File: src/rtl/tanh_maxpool_2x2.sv
// ---------------------------------------------------------------------------
// tanh_maxpool_2x2
//
// Purpose:
//   2x2 stride-2 max pooling over a raster-order stream of IEEE-754 single
//   precision activation values coming out of the tanh unit. A half-row line
//   buffer keeps the horizontal pair maxima of each even row until the matching
//   odd row arrives, at which point one pooled value per window is emitted.
//
// Parameters:
//   IN_WIDTH   feature-map columns (even, >= 2)
//   IN_HEIGHT  feature-map rows    (even, >= 2)
//
// Ports:
//   clk         in   1   clock, all state on rising edge
//   reset       in   1   asynchronous active-low reset
//   in_valid    in   1   strobe: in_data holds the next activation value
//   in_data     in   32  IEEE-754 activation value
//   out_valid   out  1   strobe: out_data holds a pooled result
//   out_data    out  32  max of the current 2x2 window (held when idle)
//   frame_done  out  1   strobe coincident with the last out_valid of a frame
//   nan_seen    out  1   sticky NaN indicator (only with MAXPOOL_NAN_FLAG_EN)
//
// Optional feature macro: MAXPOOL_NAN_FLAG_EN
//   Defined   -> adds nan_seen, set sticky on any accepted NaN input.
//   Undefined -> no port, no detection logic.
// ---------------------------------------------------------------------------
module tanh_maxpool_2x2 #(
  parameter int IN_WIDTH  = 28,
  parameter int IN_HEIGHT = 28
) (
  input  logic        clk,
  input  logic        reset,
  input  logic        in_valid,
  input  logic [31:0] in_data,
  output logic        out_valid,
  output logic [31:0] out_data,
  output logic        frame_done
`ifdef MAXPOOL_NAN_FLAG_EN
  ,
  output logic        nan_seen
`endif
);

  localparam int CW = (IN_WIDTH > 2) ? $clog2(IN_WIDTH) : 1;
  localparam int RW = (IN_HEIGHT > 2) ? $clog2(IN_HEIGHT) : 1;
  localparam int BD = IN_WIDTH / 2;
  localparam int BW = (BD > 1) ? $clog2(BD) : 1;

  // Sign-magnitude maximum. Operand a is always the earlier-arrived value, so
  // every tie (identical patterns, or +0 against -0) resolves to a.
  function automatic logic [31:0] fmax(input logic [31:0] a, input logic [31:0] b);
    logic [31:0] r;
    r = a;
    if ((a[30:0] == 31'd0) && (b[30:0] == 31'd0)) begin
      r = a;
    end else if (a[31] != b[31]) begin
      r = a[31] ? b : a;
    end else if (a[31] == 1'b0) begin
      r = (b[30:0] > a[30:0]) ? b : a;
    end else begin
      r = (b[30:0] < a[30:0]) ? b : a;
    end
    return r;
  endfunction

  logic [CW-1:0] col_q, col_d;
  logic [RW-1:0] row_q, row_d;
  logic [31:0]   pair_q, pair_d;
  logic          out_valid_q, out_valid_d;
  logic [31:0]   out_data_q, out_data_d;
  logic          frame_done_q, frame_done_d;
  logic [31:0]   line_q [BD];

  logic          last_col_s;
  logic          last_row_s;
  logic          line_we_s;
  logic [BW-1:0] line_idx_s;
  logic [31:0]   pm_s;

  // Next-state logic: raster counters, pair register, line buffer write and
  // pooled-output generation for every accepted value.
  always_comb begin
    col_d        = col_q;
    row_d        = row_q;
    pair_d       = pair_q;
    out_valid_d  = 1'b0;
    out_data_d   = out_data_q;
    frame_done_d = 1'b0;
    line_we_s    = 1'b0;
    last_col_s   = (col_q == CW'(IN_WIDTH - 1));
    last_row_s   = (row_q == RW'(IN_HEIGHT - 1));
    line_idx_s   = BW'(col_q >> 1);
    pm_s         = fmax(pair_q, in_data);

    if (in_valid) begin
      if (col_q[0] == 1'b0) begin
        pair_d = in_data;
      end else if (row_q[0] == 1'b0) begin
        line_we_s = 1'b1;
      end else begin
        // The line-buffer entry arrived a row earlier, so it is operand a.
        out_valid_d  = 1'b1;
        out_data_d   = fmax(line_q[line_idx_s], pm_s);
        frame_done_d = last_row_s & last_col_s;
      end

      if (last_col_s) begin
        col_d = {CW{1'b0}};
        if (last_row_s) begin
          row_d = {RW{1'b0}};
        end else begin
          row_d = row_q + RW'(1);
        end
      end else begin
        col_d = col_q + CW'(1);
      end
    end else begin
      col_d = col_q;
    end
  end

  // Control, pair and output registers with asynchronous reset.
  always_ff @(posedge clk or negedge reset) begin
    if (!reset) begin
      col_q        <= {CW{1'b0}};
      row_q        <= {RW{1'b0}};
      pair_q       <= 32'd0;
      out_valid_q  <= 1'b0;
      out_data_q   <= 32'd0;
      frame_done_q <= 1'b0;
    end else begin
      col_q        <= col_d;
      row_q        <= row_d;
      pair_q       <= pair_d;
      out_valid_q  <= out_valid_d;
      out_data_q   <= out_data_d;
      frame_done_q <= frame_done_d;
    end
  end

  // Line buffer storage; contents are don't-care after reset, so no reset.
  always_ff @(posedge clk) begin
    if (line_we_s) begin
      line_q[line_idx_s] <= pm_s;
    end
  end

  assign out_valid  = out_valid_q;
  assign out_data   = out_data_q;
  assign frame_done = frame_done_q;

`ifdef MAXPOOL_NAN_FLAG_EN
  logic nan_q, nan_d;
  logic is_nan_s;

  // NaN = all-ones exponent with a non-zero mantissa; flag is sticky.
  always_comb begin
    is_nan_s = (in_data[30:23] == 8'hFF) && (in_data[22:0] != 23'd0);
    if (in_valid && is_nan_s) begin
      nan_d = 1'b1;
    end else begin
      nan_d = nan_q;
    end
  end

  // Sticky NaN register, cleared only by reset.
  always_ff @(posedge clk or negedge reset) begin
    if (!reset) begin
      nan_q <= 1'b0;
    end else begin
      nan_q <= nan_d;
    end
  end

  assign nan_seen = nan_q;
`endif

endmodule

File: config.mk
export PLATFORM = sky130hd
export DESIGN_NAME = tanh_maxpool_2x2
export DESIGN_NICKNAME = d
export VERILOG_FILES = /design/src/rtl/tanh_maxpool_2x2.sv
export SDC_FILE = /design/constraint.sdc
export NUM_CORES = 1
export LEC_CHECK = 0
export ABC_CLOCK_PERIOD_IN_PS = 7350
export BUFFER_PORTS_ARGS = -buffer_cell sky130_fd_sc_hd__buf_2
export CELL_PAD_IN_SITES_DETAIL_PLACEMENT = 0
export CELL_PAD_IN_SITES_GLOBAL_PLACEMENT = 1
export CORE_MARGIN = 1.5
export CORE_UTILIZATION = 55
export CTS_BUF_LIST = sky130_fd_sc_hd__clkbuf_2 sky130_fd_sc_hd__clkbuf_4 sky130_fd_sc_hd__clkbuf_8
export DETAILED_ROUTE_END_ITERATION = 8
export GPL_TIMING_DRIVEN = 0
export PLACE_DENSITY = 0.89
export SETUP_SLACK_MARGIN = 0.05
export SYNTH_ARGS = -nofsm -noshare
export SYNTH_HDL_FRONTEND = slang
export SYNTH_SLANG_ARGS = --single-unit
File: constraint.sdc
create_clock -name clk -period 7.35 [get_ports clk]
set_clock_uncertainty 0.2 [all_clocks]
set_input_delay 0.735 -clock clk [delete_from_list [all_inputs] [get_ports clk]]
set_output_delay 0.735 -clock clk [all_outputs]
set_load 0.01 [all_outputs]
==> results.toml, run 1 <==
[outcome]
status = "finished, final reports clean"

[synth]
synthTopCellsByArea = "edfxtp_1 (58%), mux4_2 (9.4%), dfrtp_1 (8.3%)"
synthesis.area_um2 = 23050
synth_edf_count = 448
async_flop_share_pct = 14.50
yosysSeqAreaShare_pct = 66.61
ys_types = 65
yosys_register_bits = 524
ys_dominant_reg_cell = "edfxtp_1"
syn_inst = 1483
yosysTopAreaCellShare_pct = 58.36
avgSynthCellArea_um2 = 15.54
yosysTopAreaCell = "edfxtp_1"
syn-num-nets = 1584
synth_warnings = 0

[clocking]
clk_path_buf_depth = 3
numClockSinks = 524
htreeDepth = 3
cts_tree = "built"
cts-root-buf = "clkbuf_8"
numCtsBuffers = 84
clkSlewWorstSetupHoldPaths_ps = 60
clk_latency_ps = 670

[detailed_routing]
route.detailed.drc = 0
detail-route-antenna-nets = 0
drt_iter0_markers = 1668
detail_route.wl_per_cell_um = 28.21
wirelength_mm = 64.28
route.met2.wl_mm = 31.17
wl_met1_mm = 24.22
dr.pass1.iters = 6
vias = 14620
dr.max_layer_used = "met4"
wl_met3_mm = 6.281
via_per_inst = 6.415

[setup_path]
end_kind = "flop"
critPathLaunchType = "flop"
critPathKind = "flop to flop"
critical_path_arrival_ps = 7240
required_ps = 7650
reg2regPathDepth = 24
critPathMaxFanout = 16

[sta]
max_freq_mhz = 144.1
hold_viol = 0
slew_viol_final = 0
setup_ws_ps = 408.8
slew_headroom_pct = 22.47
setup_viol = 0
period_needed_ps = 6941
whs_ps = 139.4
period_share_pct = 94.44
tightestPinTransition_ps = 1159
grt_setup_unrepaired = "false"

[die]
die_area_um2 = 43150
start_util_pct = 56.07
io_pins = 69
rows = 74
fp.dieW_um = 207.7
core_um2 = 41110
die_h_um = 207.7

[finish]
area_delta_synth_final_pct = 14.63
drive_gt1_share_pct = 25.89
fin_area_um2 = 26420
final_cell_mix = "edfxtp_1 (448), nand2_1 (112), mux4_2 (96)"
finish.utilization_pct = 64.28
final_nets = 1778
layout_commonest_cell = "edfxtp_1"

[place]
io_buffers = 68
hpwl_mm = 44.95
postPlaceCellArea_um2 = 24690
place_congestion = 0.9346
pre_cts_slack_ps = -558.2

[global_routing]
overflow = 0
grt_usage_pct = 30.54
antenna_found_initial = 0
grt_pass1_wl_mm = 95.38
grt_pass1_vias = 15020
grt_max_degree = 57

[pwr]
powerDensity_nw_per_um2 = 419.2
power_mw = 11.08
ir_drop_v = 0.0001702
leakage_nw = 9.600

[worst_hold_path]
hold_path.class = "input port to flop"
whs_path_depth = 3

[job]
maxCapViolCount = 0
report_power, final:
part | leakage (nW) | switching [mW] | internal [mW]
Combinational | 3.68 | 2.89 | 1.69
Sequential | 5.02 | 0.140 | 3.85
Clock | 0.896 | 1.15 | 1.36
cells by family after synthesis:
| group | after synthesis | share of synthesized area, % |
|---|---|---|
| flops | 524 | 66.61 |
| simple gates | 280 | 5.705 |
| compound gates | 278 | 7.507 |
| mux | 199 | 14.07 |
| buf+inv | 135 | 2.481 |
| fa+ha+maj | 66 | 3.582 |
| xor+xnor | 1 | 0.03800 |
state kept, by name (all words and copies together) (netlist names):
name,count
frame_done,1
line_q,448
out_valid,1
row_q,5
pair_q,32
col_q,5
out_data,32
stage by stage:
step	cells	TNS, ps
6_report	2279	0
5_1_grt	2278	0
4_1_cts	2277	0
3_5_place_dp	2121	-11130
3_3_place_gp	2083	-87790
2_1_floorplan	1483	0
layout make-up:
cell class / count / area (um^2)
inverters: 65 / 244.0
clock buffers: 128 / 1524
diodes: 1 / 2.502
well taps: 532 / 665.6
clock inverters: 27 / 163.9
fillers: 2964 / 14690
flip-flops and latches: 524 / 15350
repair buffers: 108 / 863.3
multi-input cells: 824 / 7278
plain buffers: 70 / 327.8
worst paths after layout:
check	start	to	slack [ps]
worst min-delay path	in_data[19]	pair_q[19]	140
worst max register to register	pair_q[14]	out_data[17]	410
worst max-delay path	pair_q[14]	out_data[17]	410
min in group asynchronous	reset	out_data[11]	330
max in group asynchronous	reset	out_data[6]	5970
worst min register to register	out_data[24]	out_data[24]	280
metal layers:
metal	GRT usage (%)	up-vias
met5	0	-
met4	13.72	0
met3	6.324	149
met2	49.96	855
met1	39.80	7348
li1	-	6268
Yosys cell counts (11+ instances only):
| cell type | instances |
|---|---|
| o22ai_1 | 33 |
| ha_1 | 66 |
| a21o_1 | 29 |
| edfxtp_1 | 448 |
| nor3_1 | 17 |
| inv_1 | 64 |
| nand4_1 | 26 |
| nor4_1 | 21 |
| nand3_1 | 16 |
| buf_1 | 11 |
| mux4_2 | 96 |
| o21ai_0 | 92 |
| buf_2 | 16 |
| nand2_1 | 113 |
| a21oi_1 | 56 |
| mux2_2 | 36 |
| nor2_1 | 56 |
| mux2i_1 | 62 |
| clkbuf_1 | 36 |
| dfrtp_1 | 76 |
worst max-delay path: stages, from the launching register on:
cell,delay [ps]
dfrtp_1,420
inv_1,80
ha_1,300
nand3_1,120
nor3_1,380
o21ai_1,200
a31oi_1,570
nor2_1,140
a21oi_1,310
buf_2,340
o211ai_1,170
nor2_2,650
ha_1,380
nor2b_1,140
o21a_1,170
o21a_1,160
o21ai_0,170
a21oi_1,80
o21ai_0,160
o2111ai_1,220
a21o_1,240
nand2_2,260
buf_2,430
mux2i_1,340
o21ai_0,120
repair_timing:
action	CTS	global route
gates resized for setup	1	5
hold buffers	1	0
setup endpoints to repair	17	26
hold endpoints to repair	20	0
setup buffers	0	0
(Power assumes the default switching activity.)
==> run 2: changes to the inputs <==
--- a/config.mk
+++ b/config.mk
@@ -5,12 +5,13 @@
 export SDC_FILE = /design/constraint.sdc
 export NUM_CORES = 1
 export LEC_CHECK = 0
+export ABC_AREA = 1
 export ABC_CLOCK_PERIOD_IN_PS = 7350
 export BUFFER_PORTS_ARGS = -buffer_cell sky130_fd_sc_hd__buf_2
 export CELL_PAD_IN_SITES_DETAIL_PLACEMENT = 0
 export CELL_PAD_IN_SITES_GLOBAL_PLACEMENT = 1
 export CORE_MARGIN = 1.5
-export CORE_UTILIZATION = 55
+export CORE_UTILIZATION = 51
 export CTS_BUF_LIST = sky130_fd_sc_hd__clkbuf_2 sky130_fd_sc_hd__clkbuf_4 sky130_fd_sc_hd__clkbuf_8
 export DETAILED_ROUTE_END_ITERATION = 8
 export GPL_TIMING_DRIVEN = 0
==> run 2 against run 1 <==
  * Register-to-register slack improved by 250 ps
  * Clock power rose by 6%
  * Synthesized area rose by 8.6%
  * Via count rose by 41%
  * Combinational power rose by 54%
  * Critical path type unchanged
  * Largest power group unchanged
==> results.toml, run 2 <==
[place]
place_congestion = 0.9470
io_buffers = 67
hpwl_mm = 60.47
pre_cts_slack_ps = 486.0

[clocking]
numClockSinks = 524
cts_tree = "built"
clk_path_buf_depth = 3
numCtsBuffers = 85
post_cts_buffers = 0
cts-resized-gates = 0
cts-root-buf = "clkbuf_8"
htreeDepth = 3
clkSlewWorstSetupHoldPaths_ps = 70
clk_latency_ps = 700

[die]
start_util_pct = 51.47
fp.dieW_um = 224.6
rows = 81
core_um2 = 48650
io_pins = 69
die_h_um = 224.6
die_area_um2 = 50430

[synth]
avgSynthCellArea_um2 = 9.630
syn_inst = 2600
yosysSeqAreaShare_pct = 61.32
synthesis.area_um2 = 25040
synth_edf_count = 448
ys_dominant_reg_cell = "edfxtp_1"
ys_top_cells_by_count = "nand2_1 (841), edfxtp_1 (448), nor2_1 (182)"
yosys_register_bits = 524
yosysTopAreaCellShare_pct = 53.73
yosysTopAreaCell = "edfxtp_1"
synth_most_common_cell = "nand2_1"
ys_types = 35
syn-num-nets = 2701
async_flop_share_pct = 14.50
synthTopCellsByArea = "edfxtp_1 (54%), nand2_1 (13%), dfrtp_1 (7.6%)"
synth_warnings = 0

[setup_path]
critPathMaxFanout = 16
reg2reg_slack_ps = 660
regToRegEndpoint = "out_data[1]"
cp_slowest_cell = "clkbuf_1"
cpMostUsedCell = "nand2_1"
critical_path_arrival_ps = 7040
critPathKind = "flop to flop"
cpPeakStageDelay_ps = 650
r2r-start = "pair_q[10]"
end_kind = "flop"
critPathLaunchType = "flop"
required_ps = 7700
reg2regPathDepth = 31

[global_routing]
grt_usage_pct = 34.00
grt_pass1_vias = 19840
grt_pass1_wl_mm = 124.7
grt_max_degree = 50
overflow = 0
antenna_found_initial = 1

[detailed_routing]
detail_route.wl_per_cell_um = 24.52
drt_iter0_markers = 2355
route.detailed.drc = 0
detail-route-antenna-nets = 0
via_per_inst = 5.917
vias = 20570
dr.pass1.iters = 6
wirelength_mm = 85.26

[outcome]
status = "finished, final reports clean"

[sta]
hold_viol = 0
slew_headroom_pct = 33.35
grt_setup_unrepaired = "false"
period_share_pct = 90.99
max_freq_mhz = 149.5
setup_ws_ps = 662.3
period_needed_ps = 6688
setup_viol = 0
whs_ps = 162.3
tightestPinTransition_ps = 994.4
slew_viol_final = 0

[pwr]
ir_drop_v = 0.0002227
leakage_nw = 11.49
powerDensity_nw_per_um2 = 479.2

[finish]
nFillCells = 4111
largest_register = "line_q"
final_cell_mix = "nand2_1 (841), edfxtp_1 (448), inv_1 (180)"
layout_commonest_cell = "nand2_1"
drive_gt1_share_pct = 10.65
largest_reg_flops = 448
final_nets = 2889
area_delta_synth_final_pct = 13.77
antennaDiodeCount = 0

[worst_hold_path]
whs_path_depth = 3
hold_end = "pair_q[31]"
hold_path.class = "input port to flop"
hold_path.startpoint = "in_data[31]"

[job]
maxCapViolCount = 0
==> run 2: cell types whose count changed after synthesis, moves of 61 or more <==
cell     delta
mux2i_1    -61
nand2_1   +728
inv_1     +116
nand4_1    +63
mux4_2     -96
a21oi_1    +75
nor2_1    +126
nand3_1    +88
==> run 2: per-stage QoR <==
| stage | std cells | total power [mW] | setup TNS [ps] | cell area [um^2] | util, % |
|---|---|---|---|---|---|
| 3_5_place_dp | 3322 | 10.83 | 0 | 26700 | 54.89 |
| 5_1_grt | 3477 | 14.41 | 0 | 28490 | 58.56 |
| 2_1_floorplan | 2600 | 8.271 | 0 | 25040 | - |
| 3_3_place_gp | 3289 | 10.68 | -15710 | 26150 | 53.76 |
| 4_1_cts | 3477 | 13.48 | 0 | 28490 | 58.56 |
| 6_report | 3477 | 13.65 | 0 | 28490 | 58.56 |
==> run 2: logic make-up (layout without fill, tap and decap cells) <==
kind of cell,Yosys count,in the layout,share of synthesized area (%)
AND/OR/NAND/NOR,1283,1283,21.13
AO/OA/AOI/OAI,403,403,9.115
adder cells (fa/ha/maj),66,66,3.298
buffers and inverters,323,578,5.097
multiplexers,1,1,0.03998
flip-flops,524,524,61.32
==> run 2: worst max-delay path by stage <==
stage | start | endpoint
4_1_cts | pair_q[26] | out_data[1]
6_report | pair_q[10] | out_data[1]
3_3_place_gp | col_q[1] | line_q[10][18]
3_5_place_dp | in_data[10] | out_data[1]
5_1_grt | pair_q[9] | out_data[27]
2_1_floorplan | in_data[22] | out_data[12]
==> run 2: timing repair <==
item | CTS | global route
hold buffers | 1 | 0
setup endpoints to repair | 0 | 0
hold endpoints to repair | 27 | 0
==> run 2: critical path: cells and delay by family, from the launching register on <==
kind	cells	cell delay, ps
AND/OR/NAND/NOR	14	1520
AO/OA/AOI/OAI	9	1870
flip-flops	1	430
adder cells (fa/ha/maj)	2	720
buffers and inverters	6	1840
==> run 2: cell type report <==
type	instances	area [um^2]	area share, %
clock inverter	45	424.2	1.489
inverter	189	709.4	2.490
clock buffer	109	1350	4.739
multi-input combinational	1753	8498	29.83
sequential	524	15350	53.90
buffer	134	566.8	1.990
timing repair buffer	101	805.8	2.829
tap	622	778.2	2.732
==> run 2: routing by layer <==
metal  global-route usage [%]  vias to the layer above  wire (um)
met2                    58.25                     1144      41430
li1                         -                     9362          -
met4                    16.50                        0       4224
met3                    5.826                      247       7536
met5                        0                        -          0
met1                    41.82                     9821      32070
==> run 2: power by group <==
| group | switching (mW) | internal (mW) | leakage (nW) |
|---|---|---|---|
| Sequential | 0.162 | 3.79 | 4.99 |
| Clock | 1.19 | 1.46 | 0.929 |
| Combinational | 5.18 | 1.87 | 5.57 |
| Total | 6.53 | 7.12 | 11.5 |
